**src/rtl/alu4_pkg.sv**
```systemverilog
// Shared definitions for the 4-bit ALU operation controller: datapath width,
// multiplexer select codes and the controller state encoding.
package alu4_pkg;

    localparam int WIDTH = 4;

    // Result multiplexer select codes (the controller passes these through untouched)
    localparam logic [2:0] OP_ADD = 3'd0;
    localparam logic [2:0] OP_SUB = 3'd1;
    localparam logic [2:0] OP_AND = 3'd2;
    localparam logic [2:0] OP_OR  = 3'd3;
    localparam logic [2:0] OP_XOR = 3'd4;
    localparam logic [2:0] OP_NOT = 3'd5;
    localparam logic [2:0] OP_SHL = 3'd6;
    localparam logic [2:0] OP_SHR = 3'd7;

    typedef enum logic [1:0] {
        ST_IDLE = 2'd0,
        ST_EXEC = 2'd1,
        ST_DONE = 2'd2
    } state_t;

endpackage

```
**src/rtl/alu4_ctrl_cnt4_dn.sv**
```systemverilog
// Loadable 4-bit down-counter holding the remaining repeat count of an
// operation. zero_o tells the controller the current EXEC cycle is the last.
module cnt4_dn
    import alu4_pkg::*;
(
    input  logic             clk,
    input  logic             reset,
    input  logic             load_i,
    input  logic [WIDTH-1:0] load_val_i,
    input  logic             dec_i,
    output logic [WIDTH-1:0] count_o,
    output logic             zero_o
);

    logic [WIDTH-1:0] count_q;
    logic [WIDTH-1:0] count_d;

    // Next count: load wins over decrement; decrement never wraps below zero
    always_comb begin
        count_d = count_q;
        if (load_i) begin
            count_d = load_val_i;
        end else if (dec_i && (count_q != '0)) begin
            count_d = count_q - 1'b1;
        end
    end

    // Count register with synchronous reset
    always_ff @(posedge clk) begin
        if (reset) begin
            count_q <= '0;
        end else begin
            count_q <= count_d;
        end
    end

    assign count_o = count_q;
    assign zero_o  = (count_q == '0);

endmodule

```
**src/rtl/alu4_ctrl.sv**
```systemverilog
// Operation controller for the 4-bit ALU. Accepts load/operation commands,
// drives the result multiplexer selects, owns the accumulator (operand A)
// and the zero/carry flags, and repeats an operation cmd_rep+1 times.
//
// Handshake: a command transfers on a rising edge where cmd_valid and
// cmd_ready are both high. cmd_ready is high only in IDLE with reset low;
// cmd_valid while busy is ignored and cmd_* need only be stable at that edge.
module alu4_ctrl
    import alu4_pkg::*;
(
    input  logic             clk,
    input  logic             reset,
    input  logic             cmd_valid,
    output logic             cmd_ready,
    input  logic [2:0]       cmd_op,
    input  logic [WIDTH-1:0] cmd_b,
    input  logic             cmd_load,
    input  logic [WIDTH-1:0] cmd_rep,
    output logic             s2,
    output logic             s1,
    output logic             s0,
    output logic [WIDTH-1:0] alu_a,
    output logic [WIDTH-1:0] alu_b,
    input  logic [WIDTH-1:0] alu_y,
    input  logic             alu_co,
    output logic [WIDTH-1:0] acc,
    output logic             flag_z,
    output logic             flag_c,
    output logic             done,
    output state_t           dbg_state
);

    state_t           state_q, state_d;
    logic [WIDTH-1:0] acc_q, acc_d;
    logic [WIDTH-1:0] b_q, b_d;
    logic [2:0]       sel_q, sel_d;
    logic             fz_q, fz_d;
    logic             fc_q, fc_d;
    logic             cnt_load;
    logic             cnt_dec;
    logic             cnt_zero;
    logic [WIDTH-1:0] cnt_val;
    logic             accept;
    logic [2:0]       sel_out;

    assign cmd_ready = (state_q == ST_IDLE) && !reset;
    assign accept    = cmd_valid && cmd_ready;

    cnt4_dn u_rep_cnt (
        .clk        (clk),
        .reset      (reset),
        .load_i     (cnt_load),
        .load_val_i (cmd_rep),
        .dec_i      (cnt_dec),
        .count_o    (cnt_val),
        .zero_o     (cnt_zero)
    );

    // Next-state and datapath-register update for IDLE / EXEC / DONE
    always_comb begin
        state_d  = state_q;
        acc_d    = acc_q;
        b_d      = b_q;
        sel_d    = sel_q;
        fz_d     = fz_q;
        fc_d     = fc_q;
        cnt_load = 1'b0;
        cnt_dec  = 1'b0;
        case (state_q)
            ST_IDLE: begin
                if (accept) begin
                    if (cmd_load) begin
                        acc_d   = cmd_b;
                        fz_d    = (cmd_b == '0);
                        fc_d    = 1'b0;
                        state_d = ST_DONE;
                    end else begin
                        sel_d    = cmd_op;
                        b_d      = cmd_b;
                        cnt_load = 1'b1;
                        state_d  = ST_EXEC;
                    end
                end
            end
            ST_EXEC: begin
                acc_d = alu_y;
                fc_d  = alu_co;
                fz_d  = (alu_y == '0);
                if (cnt_zero) begin
                    state_d = ST_DONE;
                end else begin
                    cnt_dec = 1'b1;
                end
            end
            ST_DONE: begin
                state_d = ST_IDLE;
            end
            default: begin
                state_d = ST_IDLE;
            end
        endcase
    end

    // State and datapath registers; reset drops any command in flight
    always_ff @(posedge clk) begin
        if (reset) begin
            state_q <= ST_IDLE;
            acc_q   <= '0;
            b_q     <= '0;
            sel_q   <= 3'b000;
            fz_q    <= 1'b0;
            fc_q    <= 1'b0;
        end else begin
            state_q <= state_d;
            acc_q   <= acc_d;
            b_q     <= b_d;
            sel_q   <= sel_d;
            fz_q    <= fz_d;
            fc_q    <= fc_d;
        end
    end

    // Selects carry the latched opcode only while an operation executes
    assign sel_out   = (state_q == ST_EXEC) ? sel_q : 3'b000;
    assign s2        = sel_out[2];
    assign s1        = sel_out[1];
    assign s0        = sel_out[0];
    assign alu_a     = acc_q;
    assign alu_b     = b_q;
    assign acc       = acc_q;
    assign flag_z    = fz_q;
    assign flag_c    = fc_q;
    assign done      = (state_q == ST_DONE) && !reset;
    assign dbg_state = state_q;

    // The counter value itself is only observed through its zero flag
    logic unused_cnt;
    assign unused_cnt = ^cnt_val;

endmodule

```
**config.mk**
```make
export PLATFORM = sky130hd
export DESIGN_NAME = alu4_ctrl
export DESIGN_NICKNAME = d
export VERILOG_FILES = /design/src/rtl/alu4_pkg.sv /design/src/rtl/alu4_ctrl_cnt4_dn.sv /design/src/rtl/alu4_ctrl.sv
export SDC_FILE = /design/constraint.sdc
export NUM_CORES = 1
export LEC_CHECK = 0
export ABC_AREA = 0
export BUFFER_PORTS_ARGS = -buffer_cell sky130_fd_sc_hd__buf_2
export CAP_MARGIN = 20
export CORE_MARGIN = 5
export CORE_UTILIZATION = 51
export DETAILED_ROUTE_END_ITERATION = 10
export PLACE_DENSITY = 0.94
export SLEW_MARGIN = 25
export SYNTH_ARGS = -nofsm -noshare
export SYNTH_HDL_FRONTEND = slang
export SYNTH_HIERARCHICAL = 1
export SYNTH_SLANG_ARGS = --single-unit
```
**constraint.sdc**
```tcl
create_clock -name clk -period 4.7 [get_ports clk]
set_input_delay 0.47 -clock clk [delete_from_list [all_inputs] [get_ports clk]]
set_output_delay 0.47 -clock clk [all_outputs]
set_load 0.1 [all_outputs]
```
==> results by stage, run 1 <==
Layout:
- The final instance area is 1220 µm².
- The final design utilization is 62.82%.
- The antenna diode instance count is 0.
- Compared with the post-synthesis result, the final layout area differs by 18.76%.
- The final layout contains 167 nets.
- The fraction of layout instances using a drive strength above 1 is 39.31%.
- The fill cell instance count of the final layout is 190.

Critical path:
- The slowest library cell on the worst path is sky130_fd_sc_hd__nor2b_1.
- The worst setup path startpoint is u_rep_cnt/count_o[1].
- The source of the worst register-to-register timing path is u_rep_cnt/count_o[1].
- The number of buffers and inverters on the critical path is 2.
- The family with the most delay on the worst path is simple AND/OR/NAND/NOR gates.
- The largest single stage delay on the critical path is 0.54 ns.
- Walking the worst path, the cells encountered are inv_1 -> ha_1 -> or3b_4 -> inv_1 -> nor2b_1 -> nor4b_2 -> mux2i_1 -> a211oi_1.
- STA classifies the critical path endpoint as a flop.
- STA puts the critical path data required time at 4.87 ns.
- The most used cell along the critical path is sky130_fd_sc_hd__inv_1.
- The kind of start point of the critical path is a flop.
- The worst path arrival time is 2.51 ns.
- Of all nets on the critical path, the largest fanout is 9.
- The kind of critical path is reg2reg.

CTS:
- The depth of the CTS H-tree is 1.
- Buffers inserted during clock tree synthesis total 3.
- The CTS tree is done.
- Counting every sink on the clock net gives 19.
- Clock tree synthesis selected as its root buffer the cell sky130_fd_sc_hd__clkbuf_4.
- For this design, the CTS-stage hold fixing added 0 buffers.
- No sink is reached through more buffers than the 2 on the longest clock path.
- The post-cts gate resize count is 0.
- Buffers added to address setup during post-CTS repair amount to 0.
- Clock-pin slew was measured on the worst setup and hold paths at 0.11 ns.
- The clock insertion delay at the later pin of the skew report is 0.30 ns.

Logic synthesis:
- The number of warnings printed during yosys synthesis is 6.
- The dominant cell by count in the synthesized netlist is sky130_fd_sc_hd__dfxtp_1.
- For this run, the register share of the synthesized area comes to 37.03%.
- After synthesis, the largest area contributor takes up 37.03% of total cell area.
- The number of instances in the synthesized netlist is 111.
- The proportion of synthesized flip-flops having asynchronous set or reset is 0%.
- In this run the cell area of the synthesized design comes to 1027 µm².
- The most area-hungry cell type in the Yosys netlist is sky130_fd_sc_hd__dfxtp_1.
- In this run, synthesis inferred 0 flip-flops with an integrated enable.
- In the synthesized netlist the dominant register cell turns out to be sky130_fd_sc_hd__dfxtp_1.
- Yosys attributes the largest share of cell area to sky130_fd_sc_hd__dfxtp_1 (37%), sky130_fd_sc_hd__a211oi_2 (6.1%), sky130_fd_sc_hd__mux2i_1 (5.8%).
- In this run the mean area of a mapped cell was 9.254 µm².
- When the netlist entered floorplanning its net count stood at 132.
- The distinct cell type count of the synthesized netlist is 34.
- Sorting the synthesized cells by how often they occur yields sky130_fd_sc_hd__dfxtp_1 (19), sky130_fd_sc_hd__nand3_1 (8), sky130_fd_sc_hd__a21oi_1 (7), sky130_fd_sc_hd__o21ai_0 (7).
- The count of state elements after synthesis is 19.

Detailed routing:
- Once detail routing completed, the nets flagged for antenna violations numbered 0.
- The number of optimization iterations in the first detailed-route pass is 4.
- The routed design has 2.305 mm of wire.
- The number of DRC violations after detailed routing is 0.
- In the routed layout, each cell is associated on average with a via count of 5.279.
- The total number of vias is 908.
- The detailed router finished its first iteration with 10 violations.
- The average wire per standard cell is 13.40 µm.

Timing:
- Setup violations remaining at the end of the flow were counted as 0.
- The shortest clock period the worst path allows after layout is 2.341 ns.
- The minimum setup slack in the final design is 2.359 ns.
- At the pin with the least slew margin, the transition time is 0.6843 ns.
- The final hold violation count is 0.
- On the final layout, the worst clock skew is 0.004188 ns.
- Timing would allow up to 427.2 MHz.
- The accumulated negative setup slack is 0 ns.
- Dividing the final minimum period by the clock period gives 49.80%.
- Setup repair after global routing left no endpoint under its margin.
- The number of slew-limit violations in the final report was 0.
- The worst max-slew margin expressed relative to the limit is 54.29%.

Outcome:
- The run finished with clean final reports.

Power:
- The power per unit of standard cell area is 319.2 nW/µm².
- The worst-case IR drop observed on VDD is 0.0002240 V.
- Summed over all cells, the static leakage comes to 0.5054 nW.

Floorplanning:
- The core area is 1942 µm².
- The floorplan has 16 rows.
- In this run the count of I/O pins placed on the die edge is 41.
- The chip height is 54.88 µm.
- The initial cell density of the core is 52.90%.
- The die covers 3012 µm².
- The floorplan step set the die width to 54.88 µm.

GRT:
- The pin count of the biggest net entering global routing is 25.
- The met2 routing resource usage after global routing is 27.56%.
- met2 is the most crowded layer.
- The total overflow left after global routing is 0.
- Global routing used 3.270% of the available met3 tracks.
- The number of antenna violations at the first check in global routing is 0.
- Global routing used 20.43% of the available met1 tracks.
- The via count of the first global-routing pass came to 830.
- The total routing resource utilization after global routing is 16.77%.
- The first global-routing pass estimated 3.594 mm of wire.

Job:
- The tool flagged a number of max-cap violations equal to 0.

Placed design:
- The congestion estimate from routability-driven global placement came to 0.7918.
- At the placement stage, the worst setup path has a slack of 2.371 ns.
- The post-placement cell area is 1194 µm².
- The post-DP HPWL is 1.851 mm.
- In this run the tool buffered the top-level ports with 40 buffer cells.

Hold path:
- The type of the tightest min-delay check is in2reg.
- The worst hold path begins at cmd_op[1].
final cells by class:
type,instances,area (µm²),share of cell area [%]
clock buffer,4,26.28,2.154
multi-input combinational,76,553.0,45.33
sequential,19,380.4,31.18
inverter,5,18.77,1.538
timing repair buffer,41,207.7,17.03
tap,27,33.78,2.769
final timing paths:
path	to	depth (start not counted)	slack, ns
worst max-delay path	u_rep_cnt/count_o[3]	8	2.36
worst min-delay path	sel_q[1]	3	0.42
worst max register to register	u_rep_cnt/count_o[3]	8	2.36
worst min register to register	sel_q[1]	2	0.48
metrics by stage:
step	total power [mW]	instances	hold WS, ns
final	0.3894	172	0.4159
after global routing	0.4049	172	0.4213
after CTS	0.3901	172	0.4193
after detailed placement	0.3106	168	0.4650
after global placement	0.3074	168	0.4640
after floorplan	0.2904	111	0.4489
state kept, by name (all words and copies together), names as in the netlist:
signal             flops
sel_q                  3
flag_z                 1
u_rep_cnt/count_o      4
acc                    4
dbg_state              2
alu_b                  4
flag_c                 1
metal layers:
layer	vias to the layer above	part of all wire [%]
met5	-	0
met4	0	1.8
met3	4	7.5
met2	34	50
met1	402	41
li1	468	-
cell usage in the layout, fill, tap and decap left out, types with 3 or more instances in the layout:
| master | count |
|---|---|
| sky130_fd_sc_hd__and2_1 | 4 |
| sky130_fd_sc_hd__clkbuf_4 | 3 |
| sky130_fd_sc_hd__a211oi_2 | 5 |
| sky130_fd_sc_hd__inv_1 | 4 |
| sky130_fd_sc_hd__nor3_1 | 6 |
| sky130_fd_sc_hd__a21oi_1 | 7 |
| sky130_fd_sc_hd__nor2_1 | 6 |
| sky130_fd_sc_hd__buf_2 | 40 |
| sky130_fd_sc_hd__o21ai_0 | 7 |
| sky130_fd_sc_hd__nand2_1 | 3 |
| sky130_fd_sc_hd__nand3_1 | 8 |
| sky130_fd_sc_hd__dfxtp_1 | 19 |
| sky130_fd_sc_hd__mux2i_1 | 6 |
| sky130_fd_sc_hd__nor2b_1 | 3 |
cells by family (layout without fill, tap and decap cells):
family | count (synthesis) | count (layout) | share of synthesized area [%]
AOI/OAI and AO/OA | 27 | 27 | 21.68
adders and majority gates | 1 | 1 | 1.218
buffers and inverters | 16 | 50 | 9.134
DFF | 19 | 19 | 37.03
muxes | 6 | 6 | 5.847
and+or+nand+nor | 42 | 42 | 25.09
tightest hold or removal path, cell delays in order:
cell,delay (ns)
sky130_fd_sc_hd__buf_2,0.10
sky130_fd_sc_hd__nand3_1,0.05
sky130_fd_sc_hd__a21oi_1,0.05
where the power goes:
part	internal, mW	switching (mW)
clock	0.0330	0.0498
combinational	0.0297	0.102
sequential	0.169	0.00541
(Power assumes the default switching activity.)
==> run 2: changes to the inputs <==
--- a/config.mk
+++ b/config.mk
@@ -9,9 +9,9 @@
 export BUFFER_PORTS_ARGS = -buffer_cell sky130_fd_sc_hd__buf_2
 export CAP_MARGIN = 20
 export CORE_MARGIN = 5
-export CORE_UTILIZATION = 51
+export CORE_UTILIZATION = 42
 export DETAILED_ROUTE_END_ITERATION = 10
-export PLACE_DENSITY = 0.94
+export PLACE_DENSITY = 0.85
 export SLEW_MARGIN = 25
 export SYNTH_ARGS = -nofsm -noshare
 export SYNTH_HDL_FRONTEND = slang
==> constraint.sdc (replaced) <==
create_clock -name clk -period 2.1 [get_ports clk]
set_input_delay 0.21 -clock clk [delete_from_list [all_inputs] [get_ports clk]]
set_output_delay 0.21 -clock clk [all_outputs]
set_load 0.1 [all_outputs]
==> results by stage, run 2 (synthesis results as in run 1) <==
Outcome:
- The run finished with clean final reports.

Timing:
- The worst path needs 1.970 ns of the cycle, external delays included.
- The total of endpoints with negative setup slack in the final report was 0 (unchanged).
- The final critical path takes up 93.80% of the cycle.
- The worst max-slew margin expressed relative to the limit is 67.39% (+13 points).
- The final hold violation count is 0 (unchanged).
- The clock skew is 0.001219 ns (-0.002969 ns).
- The timing-limited maximum frequency is 507.6 MHz.
- Setup repair after global routing left no endpoint under its margin.
- The number of slew-limit violations in the final report came to 0 (unchanged).
- The slew at the pin closest to its max-slew limit is 0.4926 ns (-0.1917 ns).
- The accumulated negative setup slack is 0 ns (unchanged).

Critical path:
- The slowest stage of the critical path belongs to the cell sky130_fd_sc_hd__or3_1.
- The signal on the critical path passes through or3_1 -> inv_2 -> buf_2.
- The kind of critical path is reg2out.
- The worst path arrival time came to 1.76 ns (-0.75 ns).
- The family with the most delay on the worst path is buffers and inverters.
- The largest fanout of any net on the critical path is 9 (unchanged).
- STA classifies the critical path startpoint as a flop.
- The required time of the worst setup path came to 1.89 ns (-2.98 ns).
- STA classifies the critical path endpoint as an output pin.
- The largest stage delay on the critical path was 0.50 ns (-0.04 ns).
- The critical path buffer and inverter count is 2 (unchanged).

Job:
- The number of max-capacitance violations reported is 0 (unchanged).

Floorplanning:
- The total die area is 3535 µm² (+17%).
- The count of pins on the block boundary is 41 (unchanged).
- The number of rows created at floorplan was 18 (+2).
- The initial cell density of the core is 42.63% (-10 points).
- The chip height is 59.46 µm (+8.3%).
- The die extent in x is 59.46 µm (+8.3%).
- The core area was 2410 µm² (+24%).

CTS:
- The depth of the CTS H-tree is 1 (unchanged).
- The clock insertion delay at the later pin of the skew report is 0.30 ns (about the same).
- The number of clock buffers inserted by TritonCTS was 3 (unchanged).
- The number of hold-repair buffers added at the cts stage was 0 (unchanged).
- The number of setup buffers added after CTS was 0 (unchanged).
- The worst-case clock buffer depth was 2 (unchanged).
- TritonCTS built the clock tree.
- The clock sink total is 19 (unchanged).
- The clock root buffer master is sky130_fd_sc_hd__clkbuf_4.
- The post-CTS clock slew at the launch and capture registers of the worst setup and hold paths is 0.10 ns (about the same).

Power:
- The leakage power summed over all cells came to 0.5295 nW (+4.8%).
- The total design power is 0.8826 mW (+130%).
- The maximum vdd ir drop came to 0.0004236 V (+89%).
- The power per unit of standard cell area is 669.9 nW/µm² (+110%).

Layout:
- The count of placed standard cells in the final layout, fillers left out was 177 (+2.9%).
- The fraction of layout instances using a drive strength above 1 is 44.90% (+5.6 points).
- In the layout the commonest cells are sky130_fd_sc_hd__buf_2 (37), sky130_fd_sc_hd__dfxtp_1 (17), sky130_fd_sc_hd__nand3_1 (8).
- Compared with the post-synthesis result, the final layout area differs by 28.26%.
- The number of nets in the finished design is 169 (+1.2%).
- The leading cell type in the layout, fill and taps excluded is sky130_fd_sc_hd__buf_2.
- The fill cell instance count of the final layout came to 224 (+18%).
- The multi-input logic area is 584.3 µm² (+5.7%).
- The antenna diode instance count is 0 (unchanged).
- The area taken by flip-flops and latches is 382.9 µm² (+0.66%).
- The final design utilization came to 54.67% (-8.1 points).

GRT:
- The number of antenna violations at the first check in global routing is 0 (unchanged).
- The pin count of the biggest net entering global routing is 24 (-4.0%).
- The global-route wire length before repair came to 3.795 mm (+5.6%).
- The global-route track usage on met1 is 14.70% (-5.7 points).
- The via count of the first global-routing pass is 926 (+12%).
- The met2 routing resource usage after global routing is 24.96% (-2.6 points).
- The met3 demand-to-capacity share in global routing is 5.011% (+1.7 points).
- The highest-utilization routing layer at the global route stage is met2.
- The total routing resource utilization after global routing came to 13.96% (-2.8 points).
- The global-route congestion overflow total is 0 (unchanged).

Detailed routing:
- The count of nets left with antenna violations after detail routing is 0 (unchanged).
- The number of violations reported at the end of detailed-routing iteration 0 is 72 (+62).
- The average vias per placed instance is 5.226 (-1.0%).
- The final wirelength is 2.484 mm (+7.8%).
- The total number of vias is 925 (+1.9%).
- The number of DRC violations after detailed routing is 0 (unchanged).
- The number of optimization iterations in the first detailed-route pass is 4 (unchanged).
- The average wire per standard cell is 14.03 µm (+4.7%).

Placed design:
- The routability congestion estimate from global placement is 0.8354 (+5.5%).
- The number of port buffers is 40 (unchanged).
- The total placed cells including tap cells came to 173 (+3.0%).
- The post-DP HPWL was 1.943 mm (+5.0%).

Hold path:
- The type of the tightest min-delay check is in2reg.
## run 2: cell count changes in the layout (fill, tap and decap cells not counted), sizes merged
cell and delta:
buf +2
## run 2: cell type report
| cell class | instances | area share (%) |
|---|---|---|
| Multi-Input combinational cell | 76 | 44.35 |
| Sequential cell | 19 | 29.06 |
| Timing Repair Buffer | 43 | 20.32 |
| Tap cell | 30 | 2.849 |
| Clock buffer | 4 | 1.994 |
| Inverter | 5 | 1.425 |
## run 2: where the power goes
group / leakage (nW) / total (mW) / switching [mW] / internal (mW)
logic: 0.359 / 0.303 / 0.233 / 0.0707
clock network: 0.0150 / 0.187 / 0.112 / 0.0742
registers: 0.156 / 0.393 / 0.0135 / 0.379
## run 2: timing repair
| item | in CTS | in global routing |
|---|---|---|
| endpoints found under the setup margin | 0 | 1 |
| endpoints found under the hold margin | 0 | 0 |
| resized for setup | 0 | 2 |
## run 2: metrics by stage
stage	cell area (µm²)	hold slack, ns	setup slack (ns)
6_report	1318	0.1473	0.1301
4_1_cts	1304	0.1439	0.1286
3_3_place_gp	1277	0.4630	0.2982
5_1_grt	1318	0.1450	0.005317
2_1_floorplan	1047	0.2821	0.02563
3_5_place_dp	1277	0.4658	0.1944
## run 2: routing by layer
layer  share of wire [%]  vias up
li1                    -      467
met1                  38      415
met2                  50       34
met3                 8.2        9
met4                 2.8        0
met5                   0        -
## run 2: path summary, 6_finish.rpt
kind	start	to	slack (ns)	depth (start not counted)
worst min-delay path	cmd_op[1]	sel_q[1]	0.15	3
worst max-delay path	dbg_state[1]	cmd_ready	0.13	3
worst min register to register	alu_b[1]	alu_b[1]	0.48	2
worst max register to register	u_rep_cnt/count_o[1]	u_rep_cnt/count_o[1]	0.16	8
## run 2: worst reg2reg max path, stage by stage, from the launching register on
cell and delay (ns):
sky130_fd_sc_hd__dfxtp_1 0.35, sky130_fd_sc_hd__inv_1 0.12, sky130_fd_sc_hd__ha_1 0.22, sky130_fd_sc_hd__or3b_4 0.44, sky130_fd_sc_hd__inv_1 0.11, sky130_fd_sc_hd__nor2b_4 0.06
sky130_fd_sc_hd__buf_4 0.16, sky130_fd_sc_hd__a2111oi_4 0.28, sky130_fd_sc_hd__a311o_1 0.15
